==> config.mk <==
export PLATFORM = sky130hd
export DESIGN_NAME = ysyx_24090012_issue_scoreboard
export DESIGN_NICKNAME = d
export VERILOG_FILES = /design/src/rtl/ysyx_24090012_issue_scoreboard.sv
export SDC_FILE = /design/constraint.sdc
export NUM_CORES = 1
export LEC_CHECK = 0
export CAP_MARGIN = 25
export CORE_MARGIN = 5
export CORE_UTILIZATION = 30
export DETAILED_ROUTE_END_ITERATION = 7
export HOLD_SLACK_MARGIN = 0.05
export PLACE_DENSITY = 0.57
export SYNTH_ARGS = -nofsm -noshare
export SYNTH_HDL_FRONTEND = slang
export SYNTH_SLANG_ARGS = --single-unit
export TNS_END_PERCENT = 100
==> constraint.sdc <==
create_clock -name clock -period 6.4 [get_ports clock]
set_input_delay 1.28 -clock clock [delete_from_list [all_inputs] [get_ports clock]]
set_output_delay 1.28 -clock clock [all_outputs]
set_load 0.02 [all_outputs]
==> src/rtl/ysyx_24090012_issue_scoreboard.sv <==
// In-order issue scoreboard: tracks in-flight {rd, rd_wen, csr_wen} and blocks RAW/CSR hazards; optional stall counters under YSYX_24090012_SCB_PERF_EN.
// Latency: iss_ready/stall_* are combinational from inputs and registered state; tracking updates on the next rising edge.
// Backpressure: iss_ready drops on flush, full FIFO (unless a retire frees a slot) or a live hazard.
module ysyx_24090012_issue_scoreboard #(
  parameter int DEPTH = 4
) (
  input  logic                     clock,
  input  logic                     reset,
  input  logic                     iss_valid,
  output logic                     iss_ready,
  input  logic [4:0]               iss_rs1,
  input  logic [4:0]               iss_rs2,
  input  logic                     iss_rs1_en,
  input  logic                     iss_rs2_en,
  input  logic [4:0]               iss_rd,
  input  logic                     iss_rd_wen,
  input  logic                     iss_csr_rd,
  input  logic                     iss_csr_wen,
  input  logic                     wb_valid,
  input  logic                     flush,
  output logic [$clog2(DEPTH):0]   inflight_cnt,
  output logic                     stall_data,
  output logic                     stall_full,
  output logic                     wb_underflow,
  output logic [31:0]              perf_data_stalls,
  output logic [31:0]              perf_full_stalls
);

  localparam int AW = $clog2(DEPTH);
  localparam int CW = AW + 1;

  logic [AW-1:0]    wr_ptr_q, wr_ptr_d;
  logic [AW-1:0]    rd_ptr_q, rd_ptr_d;
  logic [CW-1:0]    count_q, count_d;
  logic [DEPTH-1:0] vld_q, vld_d;
  logic [DEPTH-1:0] ent_rd_wen_q, ent_rd_wen_d;
  logic [DEPTH-1:0] ent_csr_wen_q, ent_csr_wen_d;
  logic [4:0]       ent_rd_q [DEPTH];
  logic [4:0]       ent_rd_d [DEPTH];
  logic             underflow_q, underflow_d;

  logic [DEPTH-1:0] live;
  logic             gpr_haz;
  logic             csr_haz;
  logic             hazard;
  logic             full;
  logic             fire;
  logic             pop;

  // The head entry retiring this cycle no longer blocks a dependent offer.
  always_comb begin
    live = '0;
    for (int i = 0; i < DEPTH; i++) begin
      live[i] = vld_q[i] && !(wb_valid && (AW'(i) == rd_ptr_q));
    end
  end

  always_comb begin
    gpr_haz = 1'b0;
    csr_haz = 1'b0;
    for (int i = 0; i < DEPTH; i++) begin
      if (live[i] && ent_rd_wen_q[i] && (ent_rd_q[i] != 5'd0) &&
          ((iss_rs1_en && (ent_rd_q[i] == iss_rs1)) ||
           (iss_rs2_en && (ent_rd_q[i] == iss_rs2)))) begin
        gpr_haz = 1'b1;
      end
      if (live[i] && ent_csr_wen_q[i] && (iss_csr_rd || iss_csr_wen)) begin
        csr_haz = 1'b1;
      end
    end
  end

  assign hazard     = gpr_haz || csr_haz;
  assign full       = (count_q == CW'(DEPTH));
  assign stall_full = full && !wb_valid;
  assign iss_ready  = !flush && !stall_full && !hazard;
  assign stall_data = iss_valid && hazard && !flush;
  assign fire       = iss_valid && iss_ready;
  assign pop        = wb_valid && (count_q != '0);

  assign inflight_cnt = count_q;
  assign wb_underflow = underflow_q;

  always_comb begin
    wr_ptr_d      = wr_ptr_q;
    rd_ptr_d      = rd_ptr_q;
    count_d       = count_q;
    vld_d         = vld_q;
    ent_rd_wen_d  = ent_rd_wen_q;
    ent_csr_wen_d = ent_csr_wen_q;
    ent_rd_d      = ent_rd_q;
    underflow_d   = underflow_q || (wb_valid && (count_q == '0));

    // Clear before set: when full, a same-cycle push lands in the slot being freed.
    if (pop) begin
      vld_d[rd_ptr_q] = 1'b0;
      rd_ptr_d        = rd_ptr_q + 1'b1;
    end
    if (fire) begin
      vld_d[wr_ptr_q]         = 1'b1;
      ent_rd_d[wr_ptr_q]      = iss_rd;
      ent_rd_wen_d[wr_ptr_q]  = iss_rd_wen;
      ent_csr_wen_d[wr_ptr_q] = iss_csr_wen;
      wr_ptr_d                = wr_ptr_q + 1'b1;
    end
    count_d = count_q + {{AW{1'b0}}, fire} - {{AW{1'b0}}, pop};
  end

  always_ff @(posedge clock or posedge reset) begin
    if (reset) begin
      wr_ptr_q      <= '0;
      rd_ptr_q      <= '0;
      count_q       <= '0;
      vld_q         <= '0;
      ent_rd_wen_q  <= '0;
      ent_csr_wen_q <= '0;
      underflow_q   <= 1'b0;
      for (int i = 0; i < DEPTH; i++) begin
        ent_rd_q[i] <= 5'd0;
      end
    end else begin
      wr_ptr_q      <= wr_ptr_d;
      rd_ptr_q      <= rd_ptr_d;
      count_q       <= count_d;
      vld_q         <= vld_d;
      ent_rd_wen_q  <= ent_rd_wen_d;
      ent_csr_wen_q <= ent_csr_wen_d;
      underflow_q   <= underflow_d;
      ent_rd_q      <= ent_rd_d;
    end
  end

`ifdef YSYX_24090012_SCB_PERF_EN
  logic [31:0] perf_data_q, perf_data_d;
  logic [31:0] perf_full_q, perf_full_d;

  always_comb begin
    perf_data_d = perf_data_q + {31'd0, stall_data};
    perf_full_d = perf_full_q + {31'd0, (iss_valid && stall_full && !flush)};
  end

  always_ff @(posedge clock or posedge reset) begin
    if (reset) begin
      perf_data_q <= 32'd0;
      perf_full_q <= 32'd0;
    end else begin
      perf_data_q <= perf_data_d;
      perf_full_q <= perf_full_d;
    end
  end

  assign perf_data_stalls = perf_data_q;
  assign perf_full_stalls = perf_full_q;
`else
  assign perf_data_stalls = 32'd0;
  assign perf_full_stalls = 32'd0;
`endif

endmodule

==> reports/metrics.cfg <==
[critical_path]
worstReg2RegStart = rd_ptr_q[0]
cp-end-kind = output port
ff2ff_path_depth = 13
critical_path_class = in2out
ff2ff_setup_slack_ns = 3.25
cp_common_cell = clkdlybuf4s50_1
crit_slowest_cell = clkdlybuf4s50_1
required_ns = 5.12
max_stage_delay_ns = 0.64
start_kind = primary input
crit_chain = clkdlybuf4s50_1 > xnor2_1 > nand4_1 > o22ai_2 > a221oi_4 > nand2_1 > nor3_1 > clkdlybuf4s50_1
crit_start = iss_rs1[2]
cp_max_fo = 7
crit_path_end = iss_ready
rr_endpoint = inflight_cnt[2]
critPathArrivalTime_ns = 3.83

[floorplan]
die_area_sq_um = 11800
pin_count = 96
start_util = 0.303
rows = 36
core_area_sq_um = 9590
die_h_um = 108
die_width_um = 108

[cts]
ctsResizeCount = 0
clock_path_buffers = 2
clkSlewWorstSetupHoldPaths_ns = 0.07
cts_setup_buffers = 0
ctsHoldBuffers = 0
h-tree-depth = 2
clk_latency_ns = 0.29
cts_buffers = 5
cts_sinks = 40
cts_root_buffer = clkbuf_8
cts_tree = built

[pwr]
ir_drop_v = 0.000216
leakage_uw = 0.00135
power_density_nw_per_um2 = 410

[sta]
finalCriticalPeriod_ns = 5.11
finalCritPeriodShare = 0.798
slew_headroom = 0.475
fmax_mhz = 196
drv_slew = 0
report.final.hold_viol_count = 0
final.setup.tns_ns = 0
setup_violations = 0
worstMarginPinSlew_ns = 0.784
grt_setup_unrepaired = false
finClkSkew_ns = 0.0115

[synth]
synth_edf_count = 0
async_flop_share = 1.00
synth_area_sq_um = 2910
synth_area_leader_cell = dfrtp_1
synth-seq-cells = 40
synth_top_area_share = 0.344
syn-instance-count = 278
avgSynthCellArea_sq_um = 10.5
synth-main-ff-cell = dfrtp_1
ys_types = 29
ys.warnings.count = 0
synth.area.top_cells = dfrtp_1, buf_4, xnor2_1
synth-seq-area-share = 0.344

[layout]
layout-drive-gt1-share = 0.0586
layout_commonest_cell = conb_1
nets = 342
area_growth_pct = 9.81
antennaDiodeCount = 0
stdcell_count = 440
multi_input_area_sq_um = 1570
seq_area_sq_um = 1000
layout_common_cells = conb_1, xnor2_1, dfrtp_1
fillers = 1012

[run_status]
status = finished clean

[placed_design]
gp_congestion = 0.833
hpwlAfterDp_um = 4870
post-place-cells = 432
port_buffers = 31

[hold_path]
hold_class = reg2reg
hp-start = wb_underflow

[route]
ant_nets = 0
wire_per_inst_um = 13.8
num_vias = 1809
drtIter0Drc = 58
via_per_inst = 4.11
drt_drc_violations_left = 0
wl_um = 6060
drt_pass1_iterations = 4

[grt]
overflow = 0
grt_first_pass_wirelength_um = 9920
antenna_found_initial = 0
grt_usage = 0.106
grt_pass1_vias = 1904
grt_start_max_net_pins = 41

[flow_run]
drv_cap = 0

[worst min-delay path by stage]
| stage | to | slack, ns | cells after the start |
|---|---|---|---|
| 4_1_cts | wb_underflow | 0.47 | 1 |
| 2_1_floorplan | ent_csr_wen_q[0] | 0.46 | 1 |
| 6_report | wb_underflow | 0.46 | 1 |
| 5_1_grt | wb_underflow | 0.50 | 1 |
| 3_5_place_dp | wb_underflow | 0.45 | 1 |
| 3_3_place_gp | wb_underflow | 0.45 | 1 |
[cell families after synthesis]
| family | count (synthesis) | synth area share |
|---|---|---|
| xor+xnor | 44 | 0.133 |
| mux | 30 | 0.116 |
| flops | 40 | 0.344 |
| other cells | 1 | 0.00129 |
| buf+inv | 82 | 0.197 |
| simple gates | 53 | 0.113 |
| compound gates | 17 | 0.0452 |
| fa+ha+maj | 11 | 0.0499 |
[power by group]
| part | total [uW] | switching (uW) | internal (uW) | leakage [uW] |
|---|---|---|---|---|
| registers | 531 | 150 | 381 | 0.000481 |
| clock network | 206 | 90.1 | 116 | 0.0000552 |
| logic | 571 | 287 | 284 | 0.000812 |
[Yosys cell counts, types with 3 or more instances]
cell     number
a21oi_1       5
buf_2         5
buf_4        69
dfrtp_1      40
ha_1         10
inv_1         8
mux2_1       29
nand2_1      17
nand3_1       8
nand4_1       7
nand4_4       4
nor2_1        6
nor3_1        6
o21ai_0       4
o22ai_1       3
xnor2_1      44
[per-stage QoR]
stage | util | setup WS, ns | total power (uW) | hold WS, ns | instance area [sq um]
final | 0.333 | 1.29 | 1310 | 0.462 | 3190
after global routing | 0.333 | 1.10 | 1420 | 0.502 | 3190
after CTS | 0.333 | 1.27 | 1320 | 0.467 | 3190
after detailed placement | 0.321 | 1.31 | 1110 | 0.445 | 3080
after global placement | 0.321 | 1.36 | 1100 | 0.448 | 3080
after floorplan | - | 2.27 | 973 | 0.464 | 3140
[sequential cells by signal, summed over array words and instances, names as in the netlist]
name           cells
wr_ptr_q           2
rd_ptr_q           2
ent_rd_wen_q       4
ent_rd_q          20
vld_q              4
ent_csr_wen_q      4
inflight_cnt       3
wb_underflow       1
[cell type report]
class	instances	area share
multi-input combinational	219	0.492
timing repair buffer	32	0.0996
sequential	40	0.314
clock inverter	2	0.0110
tap	133	0.0521
clock buffer	6	0.0227
inverter	8	0.00941
[worst max-delay path: cells and delay by family]
kind	cells	cell delay (ns)
xor+xnor	1	0.20
compound gates	2	0.75
buf+inv	2	1.20
simple gates	3	0.40
[layer usage]
metal  part of all wire  vias to the layer above  GRT usage
met3               0.11                        5     0.0263
met2               0.44                       92      0.170
met1               0.44                      864      0.147
li1                   -                      848          -
met5                  0                        -          0
met4             0.0051                        0     0.0171
Note: power is estimated with default switching activity, not from simulation.
